`config.mk`:
```
export PLATFORM = sky130hd
export DESIGN_NAME = pipeline_hazard_ctrl_flat
export DESIGN_NICKNAME = d
export VERILOG_FILES = /design/src/rtl/pipeline_hazard_ctrl_if.sv /design/src/rtl/pipeline_hazard_ctrl.sv /design/src/flat_wrapper.sv
export SDC_FILE = /design/constraint.sdc
export NUM_CORES = 1
export LEC_CHECK = 0
export CAP_MARGIN = 20
export CORE_UTILIZATION = 42
export DETAILED_ROUTE_END_ITERATION = 10
export PLACE_DENSITY_LB_ADDON = 0.3
export RECOVER_POWER = 100
export REMOVE_ABC_BUFFERS = 1
export SLEW_MARGIN = 0
export SYNTH_ARGS = -nofsm -noshare
export SYNTH_HDL_FRONTEND = slang
export SYNTH_SLANG_ARGS = --single-unit
export TNS_END_PERCENT = 20
```
`constraint.sdc`:
```
create_clock -name clk -period 2.55 [get_ports clk]
set_clock_uncertainty 0.1 [all_clocks]
set_input_delay 0.6375 -clock clk [delete_from_list [all_inputs] [get_ports clk]]
set_output_delay 0.6375 -clock clk [all_outputs]
set_load 0.02 [all_outputs]
```
`src/rtl/pipeline_hazard_ctrl_if.sv`:
```
// Hazard-control bundle: decode/EX hazard sources in, stage-register controls out.
// The controller is the slave; the pipeline datapath (or a bench) is the master.
interface pipeline_hazard_ctrl_if #(
  parameter int CNT_W = 32
);
  logic [4:0]       id_rs;
  logic [4:0]       id_rt;
  logic             id_uses_rt;
  logic [4:0]       ex_rd;
  logic             ex_mem_read;
  logic             ex_branch_taken;
  logic             ex_mdu_op;
  logic             pc_we;
  logic             if_id_we;
  logic             if_id_flush;
  logic             id_ex_we;
  logic             id_ex_flush;
  logic             ex_mem_flush;
  logic             mdu_busy;
  logic             mdu_done;
  logic [CNT_W-1:0] stall_cycles;

  modport master (
    output id_rs, id_rt, id_uses_rt, ex_rd, ex_mem_read, ex_branch_taken, ex_mdu_op,
    input  pc_we, if_id_we, if_id_flush, id_ex_we, id_ex_flush, ex_mem_flush,
           mdu_busy, mdu_done, stall_cycles
  );

  modport slave (
    input  id_rs, id_rt, id_uses_rt, ex_rd, ex_mem_read, ex_branch_taken, ex_mdu_op,
    output pc_we, if_id_we, if_id_flush, id_ex_we, id_ex_flush, ex_mem_flush,
           mdu_busy, mdu_done, stall_cycles
  );
endinterface

```
`src/rtl/pipeline_hazard_ctrl.sv`:
```
// Pipeline hazard controller: MDU stall, taken-branch flush and load-use bubble
// for the 5-stage core, plus a saturating stalled-cycle counter.
//
// state | meaning
// RUN   | normal issue; branch/load-use hazards resolved here, MDU op starts stall
// BUSY  | MDU op held in EX; cnt counts remaining stall cycles, release at cnt == 0
module pipeline_hazard_ctrl #(
  parameter int MUL_CYCLES = 4,
  parameter int CNT_W      = 32
) (
  input logic                    clk,
  input logic                    reset,
  pipeline_hazard_ctrl_if.slave  hz
);
  localparam int CNT_BITS = (MUL_CYCLES > 1) ? $clog2(MUL_CYCLES) : 1;
  localparam logic [CNT_BITS-1:0] CNT_LOAD = CNT_BITS'(MUL_CYCLES - 2);

  typedef enum logic {RUN, BUSY} state_t;

  state_t              state, state_nxt;
  logic [CNT_BITS-1:0] cnt, cnt_nxt;
  logic [CNT_W-1:0]    stall_cnt;
  logic                load_use;
  logic                pc_we_c;
  logic                if_id_we_c, if_id_flush_c, id_ex_we_c, id_ex_flush_c;
  logic                ex_mem_flush_c, mdu_busy_c, mdu_done_c;

  assign load_use = hz.ex_mem_read && (hz.ex_rd != 5'd0) &&
                    ((hz.ex_rd == hz.id_rs) || (hz.id_uses_rt && (hz.ex_rd == hz.id_rt)));

  always_ff @(posedge clk) begin
    if (reset) begin
      state     <= RUN;
      cnt       <= '0;
      stall_cnt <= '0;
    end else begin
      state <= state_nxt;
      cnt   <= cnt_nxt;
      if (!pc_we_c && (stall_cnt != '1))
        stall_cnt <= stall_cnt + 1'b1;
    end
  end

  always_comb begin
    state_nxt      = state;
    cnt_nxt        = cnt;
    pc_we_c        = 1'b1;
    if_id_we_c     = 1'b1;
    if_id_flush_c  = 1'b0;
    id_ex_we_c     = 1'b1;
    id_ex_flush_c  = 1'b0;
    ex_mem_flush_c = 1'b0;
    mdu_busy_c     = 1'b0;
    mdu_done_c     = 1'b0;

    if (reset) begin
      pc_we_c        = 1'b0;
      if_id_we_c     = 1'b0;
      id_ex_we_c     = 1'b0;
      if_id_flush_c  = 1'b1;
      id_ex_flush_c  = 1'b1;
      ex_mem_flush_c = 1'b1;
    end else begin
      unique case (state)
        RUN: begin
          if (hz.ex_mdu_op) begin
            pc_we_c        = 1'b0;
            if_id_we_c     = 1'b0;
            id_ex_we_c     = 1'b0;
            ex_mem_flush_c = 1'b1;
            mdu_busy_c     = 1'b1;
            state_nxt      = BUSY;
            cnt_nxt        = CNT_LOAD;
          end else if (hz.ex_branch_taken) begin
            // younger instructions are killed, so a coincident load-use is moot
            if_id_flush_c = 1'b1;
            id_ex_flush_c = 1'b1;
          end else if (load_use) begin
            pc_we_c       = 1'b0;
            if_id_we_c    = 1'b0;
            id_ex_flush_c = 1'b1;
          end
        end
        BUSY: begin
          if (cnt != '0) begin
            pc_we_c        = 1'b0;
            if_id_we_c     = 1'b0;
            id_ex_we_c     = 1'b0;
            ex_mem_flush_c = 1'b1;
            mdu_busy_c     = 1'b1;
            cnt_nxt        = cnt - 1'b1;
          end else begin
            mdu_done_c = 1'b1;
            state_nxt  = RUN;
          end
        end
        default: state_nxt = RUN;
      endcase
    end
  end

  assign hz.pc_we        = pc_we_c;
  assign hz.if_id_we     = if_id_we_c;
  assign hz.if_id_flush  = if_id_flush_c;
  assign hz.id_ex_we     = id_ex_we_c;
  assign hz.id_ex_flush  = id_ex_flush_c;
  assign hz.ex_mem_flush = ex_mem_flush_c;
  assign hz.mdu_busy     = mdu_busy_c;
  assign hz.mdu_done     = mdu_done_c;
  assign hz.stall_cycles = stall_cnt;
endmodule
```
`src/flat_wrapper.sv`:
```
// flat-port wrapper written by rule: the top's interface ports become plain ports
module pipeline_hazard_ctrl_flat 
#(
  parameter int MUL_CYCLES = 4,
  parameter int CNT_W      = 32
)
  (clk, reset, hz_id_rs, hz_id_rt, hz_id_uses_rt, hz_ex_rd, hz_ex_mem_read, hz_ex_branch_taken, hz_ex_mdu_op, hz_pc_we, hz_if_id_we, hz_if_id_flush, hz_id_ex_we, hz_id_ex_flush, hz_ex_mem_flush, hz_mdu_busy, hz_mdu_done, hz_stall_cycles);
  pipeline_hazard_ctrl_if #(.CNT_W(CNT_W)) hz_i ();
  input logic clk;
  input logic reset;
  input wire logic [$bits(hz_i.id_rs)-1:0] hz_id_rs;
  input wire logic [$bits(hz_i.id_rt)-1:0] hz_id_rt;
  input wire logic [$bits(hz_i.id_uses_rt)-1:0] hz_id_uses_rt;
  input wire logic [$bits(hz_i.ex_rd)-1:0] hz_ex_rd;
  input wire logic [$bits(hz_i.ex_mem_read)-1:0] hz_ex_mem_read;
  input wire logic [$bits(hz_i.ex_branch_taken)-1:0] hz_ex_branch_taken;
  input wire logic [$bits(hz_i.ex_mdu_op)-1:0] hz_ex_mdu_op;
  output wire logic [$bits(hz_i.pc_we)-1:0] hz_pc_we;
  output wire logic [$bits(hz_i.if_id_we)-1:0] hz_if_id_we;
  output wire logic [$bits(hz_i.if_id_flush)-1:0] hz_if_id_flush;
  output wire logic [$bits(hz_i.id_ex_we)-1:0] hz_id_ex_we;
  output wire logic [$bits(hz_i.id_ex_flush)-1:0] hz_id_ex_flush;
  output wire logic [$bits(hz_i.ex_mem_flush)-1:0] hz_ex_mem_flush;
  output wire logic [$bits(hz_i.mdu_busy)-1:0] hz_mdu_busy;
  output wire logic [$bits(hz_i.mdu_done)-1:0] hz_mdu_done;
  output wire logic [$bits(hz_i.stall_cycles)-1:0] hz_stall_cycles;
  assign hz_i.id_rs = hz_id_rs;
  assign hz_i.id_rt = hz_id_rt;
  assign hz_i.id_uses_rt = hz_id_uses_rt;
  assign hz_i.ex_rd = hz_ex_rd;
  assign hz_i.ex_mem_read = hz_ex_mem_read;
  assign hz_i.ex_branch_taken = hz_ex_branch_taken;
  assign hz_i.ex_mdu_op = hz_ex_mdu_op;
  assign hz_pc_we = hz_i.pc_we;
  assign hz_if_id_we = hz_i.if_id_we;
  assign hz_if_id_flush = hz_i.if_id_flush;
  assign hz_id_ex_we = hz_i.id_ex_we;
  assign hz_id_ex_flush = hz_i.id_ex_flush;
  assign hz_ex_mem_flush = hz_i.ex_mem_flush;
  assign hz_mdu_busy = hz_i.mdu_busy;
  assign hz_mdu_done = hz_i.mdu_done;
  assign hz_stall_cycles = hz_i.stall_cycles;
  pipeline_hazard_ctrl #(.MUL_CYCLES(MUL_CYCLES), .CNT_W(CNT_W)) u_core (.clk(clk), .reset(reset), .hz(hz_i));
endmodule
```
## After elaboration in Yosys (flattened, before gate mapping)

Cells that the tools add are included.

| storage, ports and cells | value |
|---|---|
| register bits after elaboration | 35 |
| bits of input ports | 21 |
| output and inout port bits | 40 |
| word-level logic and storage cells | 48 |

| cells by class | value |
|---|---|
| add/subtract/negate cells | 2 |
| equal/unequal tests | 5 |
| multiplexer cells | 28 |
| bitwise operators | 1 |
| reduce and logical (&&, ||, !) cells | 9 |

Operator list:

| kind | count |
|---|---|
| 32-bit by 1-bit adder with 32-bit output, second input constant | 1 |
| 32-bit != test, second input constant | 1 |
| 1-bit two-way mux | 22 |
| 5-bit == test | 2 |
| 1-bit case mux with 2 select lines | 3 |
| 5-bit nonzero test | 1 |
| 1-bit logical AND | 4 |
| 2-bit two-way mux | 2 |
| 2-bit != test, second input constant | 2 |
| 2-bit case mux with 2 select lines | 1 |
| 2-bit AND reduction | 1 |
| 2-bit nonzero test | 1 |
| 2-bit by 1-bit subtractor with 2-bit output, second input constant | 1 |
| 1-bit zero test | 1 |
| 1-bit logical OR | 1 |
| 1-bit inverter | 1 |

## Longest topological paths before layout

| depth | value |
|---|---|
| depth in word-level cells | 11 |
| mapped depth | 11 |
| mapped depth without buffers | 10 |

## Worst setup path after synthesis

No wires, ideal clock.

| path | value |
|---|---|
| path kind | input port to output port |
| start | input port hz_ex_mdu_op |
| end | output port hz_pc_we |
| arrival | 2.072 ns |
| data required time | 1.812 ns |
| setup slack | -0.260 ns |
| stages | 8 |
| path buffers | 2 |
| cell sequence | nor2_1 -> a21oi_2 -> nor2_1 -> inv_1 -> a31o_1 -> inv_1 -> buf_4 -> buf_4 |

| on the way | value |
|---|---|
| word-level cells in the longest chain between the ends | 3 |

RTL lines:

| element | RTL line | source |
|---|---|---|
| from (decl) | flat_wrapper.sv:17 | `input wire logic [$bits(hz_i.ex_mdu_op)-1:0] hz_ex_mdu_op;` |
| 1-bit two-way mux | n/a |  |
| 1-bit case mux with 2 select lines | n/a |  |
| 1-bit two-way mux | n/a |  |
| to (decl) | flat_wrapper.sv:18 | `output wire logic [$bits(hz_i.pc_we)-1:0] hz_pc_we;` |

Every way passes these cells.

## Worst setup path in the final report

| path | value |
|---|---|
| start | input port hz_ex_rd[3] |
| end | output port hz_pc_we |

| on the way | value |
|---|---|
| word-level cells in the longest chain between the ends | 9 |
| elaborated cells on any way between the ends | 12 |
| classes of those cells | 2 x eq/ne; 5 x mux; 5 x reduce/logical |

RTL lines:

| element | RTL line | source |
|---|---|---|
| from (decl) | flat_wrapper.sv:14 | `input wire logic [$bits(hz_i.ex_rd)-1:0] hz_ex_rd;` |
| 5-bit == test | pipeline_hazard_ctrl.sv:29 | `((hz.ex_rd == hz.id_rs) \|\| (hz.id_uses_rt && (hz.ex_rd == hz.id_rt)));` |
| 1-bit logical AND | pipeline_hazard_ctrl.sv:29 |  |
| 1-bit logical OR | pipeline_hazard_ctrl.sv:29 |  |
| 1-bit logical AND (*) | pipeline_hazard_ctrl.sv:28 | `assign load_use = hz.ex_mem_read && (hz.ex_rd != 5'd0) &&` |
| 1-bit two-way mux (*) | pipeline_hazard_ctrl.sv:78 | `end else if (load_use) begin` |
| 1-bit two-way mux (*) | pipeline_hazard_ctrl.sv:74 | `end else if (hz.ex_branch_taken) begin` |
| 1-bit two-way mux (*) | pipeline_hazard_ctrl.sv:66 | `if (hz.ex_mdu_op) begin` |
| 1-bit case mux with 2 select lines (*) | pipeline_hazard_ctrl.sv:64 | `unique case (state)` |
| 1-bit two-way mux (*) | pipeline_hazard_ctrl.sv:56 | `if (reset) begin` |

Every way passes the cells marked *; elsewhere a longest branch is shown, timed or not.

==> impl_results.md <==
* Status: finished, violations left
* Failing checks: setup timing
* Nature of the critical path startpoint: primary input
* Max-slew violation count at 0
* Worst hold slack at around 0.37 ns
* Cell-internal power at about 870 µW
* EDFF count, synth at 0
* Reg2Reg Setup Slack at between 0.2 and 0.3 ns
* Multi-input logic area at about 1100 µm²
* Chip Width at around 70 µm
* Share of layout cells above drive strength 1 at between 10% and 20%
* CP max-delay cell: or4_1
* P_leak at approximately 0.0011 µW
* Final Cell Area at 2700 µm²
* # DRC at 0
* First-pass GRT wire length at roughly 8 mm
* Avg Synthesized Cell Area at around 8.6 µm²
* Vias in the first global route at approximately 1700
* Nets@finish at between 300 and 400
* Synth Warn # at 0
* Hold Crit Depth at 1
* Most frequent CP cell: buf_6
* N_diodes at 0
* Core footprint at between 4000 and 5000 µm²
* R2R cell count at 8
* Synth Instances at roughly 230
* Share of the synthesized area in the top cell type at 36.0%
* Rel. slew slack at between 70% and 80%
* Switching pwr at 309 µW
* PD cells at 435 nW/µm²
* Sequential share of the synthesized area at between 30% and 40%
* Synth Area in Compound Gates at under 10%
* Worst-skew pair later-pin latency at slightly below 0.3 ns
* Clock power share at between 30% and 40%
* Post-synthesis simple-gate area fraction at between 30% and 40%
* Logic pwr share at between 15 and 20%
* Sequential share of power at about half
* Cts bufs inserted at 5
* Clk sinks at 35
* Filler cells at between 400 and 500
* Initial core utilization at around 44%
* Post-route antenna net violation count at 0
* Post-synthesis mux area share at 0.579%
* CP max stage delay at between 0.5 and 0.6 ns
* Maximum vdd drop at 281 µV
* Worst hold path class: flop to flop
* Reg clk slew, reported paths at roughly 0.060 ns
* Detailed-router iteration count before antenna repair at 6
* Port Buffers at 60
* Sequential Area at about 700 µm²
* Seq cells post-synth at 35
* CP arrival at between 1.5 and 2 ns
* Max-cap violations at 0
* Worst setup margin at -0.103 ns
* Commonest non-fill, non-tap cell in the layout: nor2_1
* Placer Congestion at around 0.78
* Initial antenna violation count at 0
* I/O pin count at between 60 and 70
* Area Growth Syn to Fin at 38.7%
* Die Area at around 4900 µm²
* Clock buffer depth at 2
* Post-synth top flop: dfxtp_1
* Drt initial violations at 76
* Final setup viols at 3
* Synth Area in Adders at 1.29%
* WP data required at between 1.5 and 2 ns
* Worst-Margin Slew at ~0.4 ns
* Cell Area, Synth at 1940 µm²
* Placed Area at 2670 µm²
* Yosys cell types at 41
* Largest family of logic cells by synthesized area: simple AND/OR/NAND/NOR gates
* Final hold violation count at 0
* Die height at between 70 and 80 µm
* GRT Total Usage at a little over 20%
* H-tree Lvls at 2
* Overflow after GRT at 0
* CTS tree: built
* Largest cells by area after synthesis: dfxtp_1 (36%), xor2_1 (8.6%), nor2_1 (7.5%), xnor2_1 (6.8%), nand3_2 (4.6%)
* CP max FO at 3
* Final period utilization at 104%
* Row count at 24
* Average wire per standard cell at approximately 13 µm
* Root buffer cell: clkbuf_8
* Switching Fraction at about a quarter
* Worst path cell trace: buf_6 -> or4_1 -> o21a_1 -> a31o_1 -> inv_2 -> buf_6
* Post-DP HPWL at ~3.5 mm
* Synth async-reset ratio at 0%
* CP Capture Type: primary output
* Delay-heaviest family, CP: simple AND/OR/NAND/NOR gates
* Largest net degree at the start of global routing at 23
* Cell taking the most area after synthesis: dfxtp_1
* Overall routed net length at ~4.7 mm
* Most frequent cells in the layout: nor2_1 (38), dfxtp_1 (35), dlygate4sd3_1 (32)
* Detailed-route via count at between 1500 and 2000
* F_max at about 380 MHz
* Xor and xnor area share after synthesis at 15.3%
* Routed vias/inst at between 5 and 6
* WP buf/inv at 3
* Crit Path Class: primary input to primary output
* WP depth at 6
* Post-layout min period at 2.65 ns
* RSZ-0062 raised after global routing: true
[per-stage QoR]
stage	util (%)	setup WS [ns]	TNS, ns	cells	total power (µW)
final	61.1	-0.103	-0.282	356	1170
after floorplan	-	-0.585	-5.63	218	673
after global placement	60.5	-0.943	-14.21	347	789
after CTS	62.2	-0.112	-0.293	355	1180
after global routing	61.1	-0.134	-0.397	356	1230
after detailed placement	60.5	-0.967	-15.63	347	792
[worst register-to-register path: stages, from the launching register on]
cell	delay [ns]
dfxtp_1	0.42
nand4_1	0.23
nor2_1	0.26
and4bb_1	0.30
nand2_1	0.22
clkbuf_2	0.30
nand4_1	0.17
xor2_1	0.16
nor2_1	0.05
[flip-flops by register name (all words and copies together) (netlist names)]
signal                  count
u_core.hz.stall_cycles     32
u_core.state                1
u_core.cnt                  2
[cells by family after synthesis]
kind of cell	Yosys count
flops	35
simple gates	119
buf+inv	16
mux	1
xor+xnor	34
fa+ha+maj	2
compound gates	20
[cells in the mapped netlist, types with 2 or more instances]
cell type  instances
nor2_1            39
dfxtp_1           35
xor2_1            19
xnor2_1           15
nand2_1           12
nand4_1           11
nand3_1           10
and3_1             9
nand3_2            9
inv_1              7
nor3_1             7
or3_1              6
o21ai_0            5
a21oi_1            4
clkbuf_1           4
a211oi_1           3
buf_4              3
nor2b_1            3
a21oi_2            2
ha_1               2
nand2_4            2
[worst paths after layout]
path | start | to
worst max-delay path | hz_ex_rd[3] | hz_pc_we
worst min-delay path | u_core.cnt[0] | u_core.cnt[0]
worst max register to register | u_core.hz.stall_cycles[12] | u_core.hz.stall_cycles[9]
worst min register to register | u_core.cnt[0] | u_core.cnt[0]
[routing by layer]
layer,up-vias,track usage [%],part of all wire [%]
met5,-,0,0
met4,0,5.78,1.3
met3,8,6.06,3.2
met2,32,35.4,50
met1,878,24.3,45
li1,932,-,-
[layout make-up]
cell class	count	share of cell area [%]
Multi-Input combinational cell	176	40.9
Inverter	7	0.974
Clock inverter	1	0.186
Tap cell	52	2.41
Timing Repair Buffer	79	26.5
Clock buffer	6	3.06
Sequential cell	35	26.0
[repair_timing]
item,CTS,global route
setup buffers,1,1
setup endpoints to repair,30,10
pin swaps,15,6
hold endpoints to repair,0,0
hold buffers,0,0
cloned,0,0
gates resized for setup,57,5
[power groups by stage]
stage	Combinational [µW]	Sequential (µW)	Clock (µW)
after floorplan	84.6	589	0
after global placement	205	583	0
after CTS	202	572	410
after detailed placement	208	584	0
after global routing	212	573	443
final	195	571	408
Note: power is estimated with default switching activity, not from simulation.
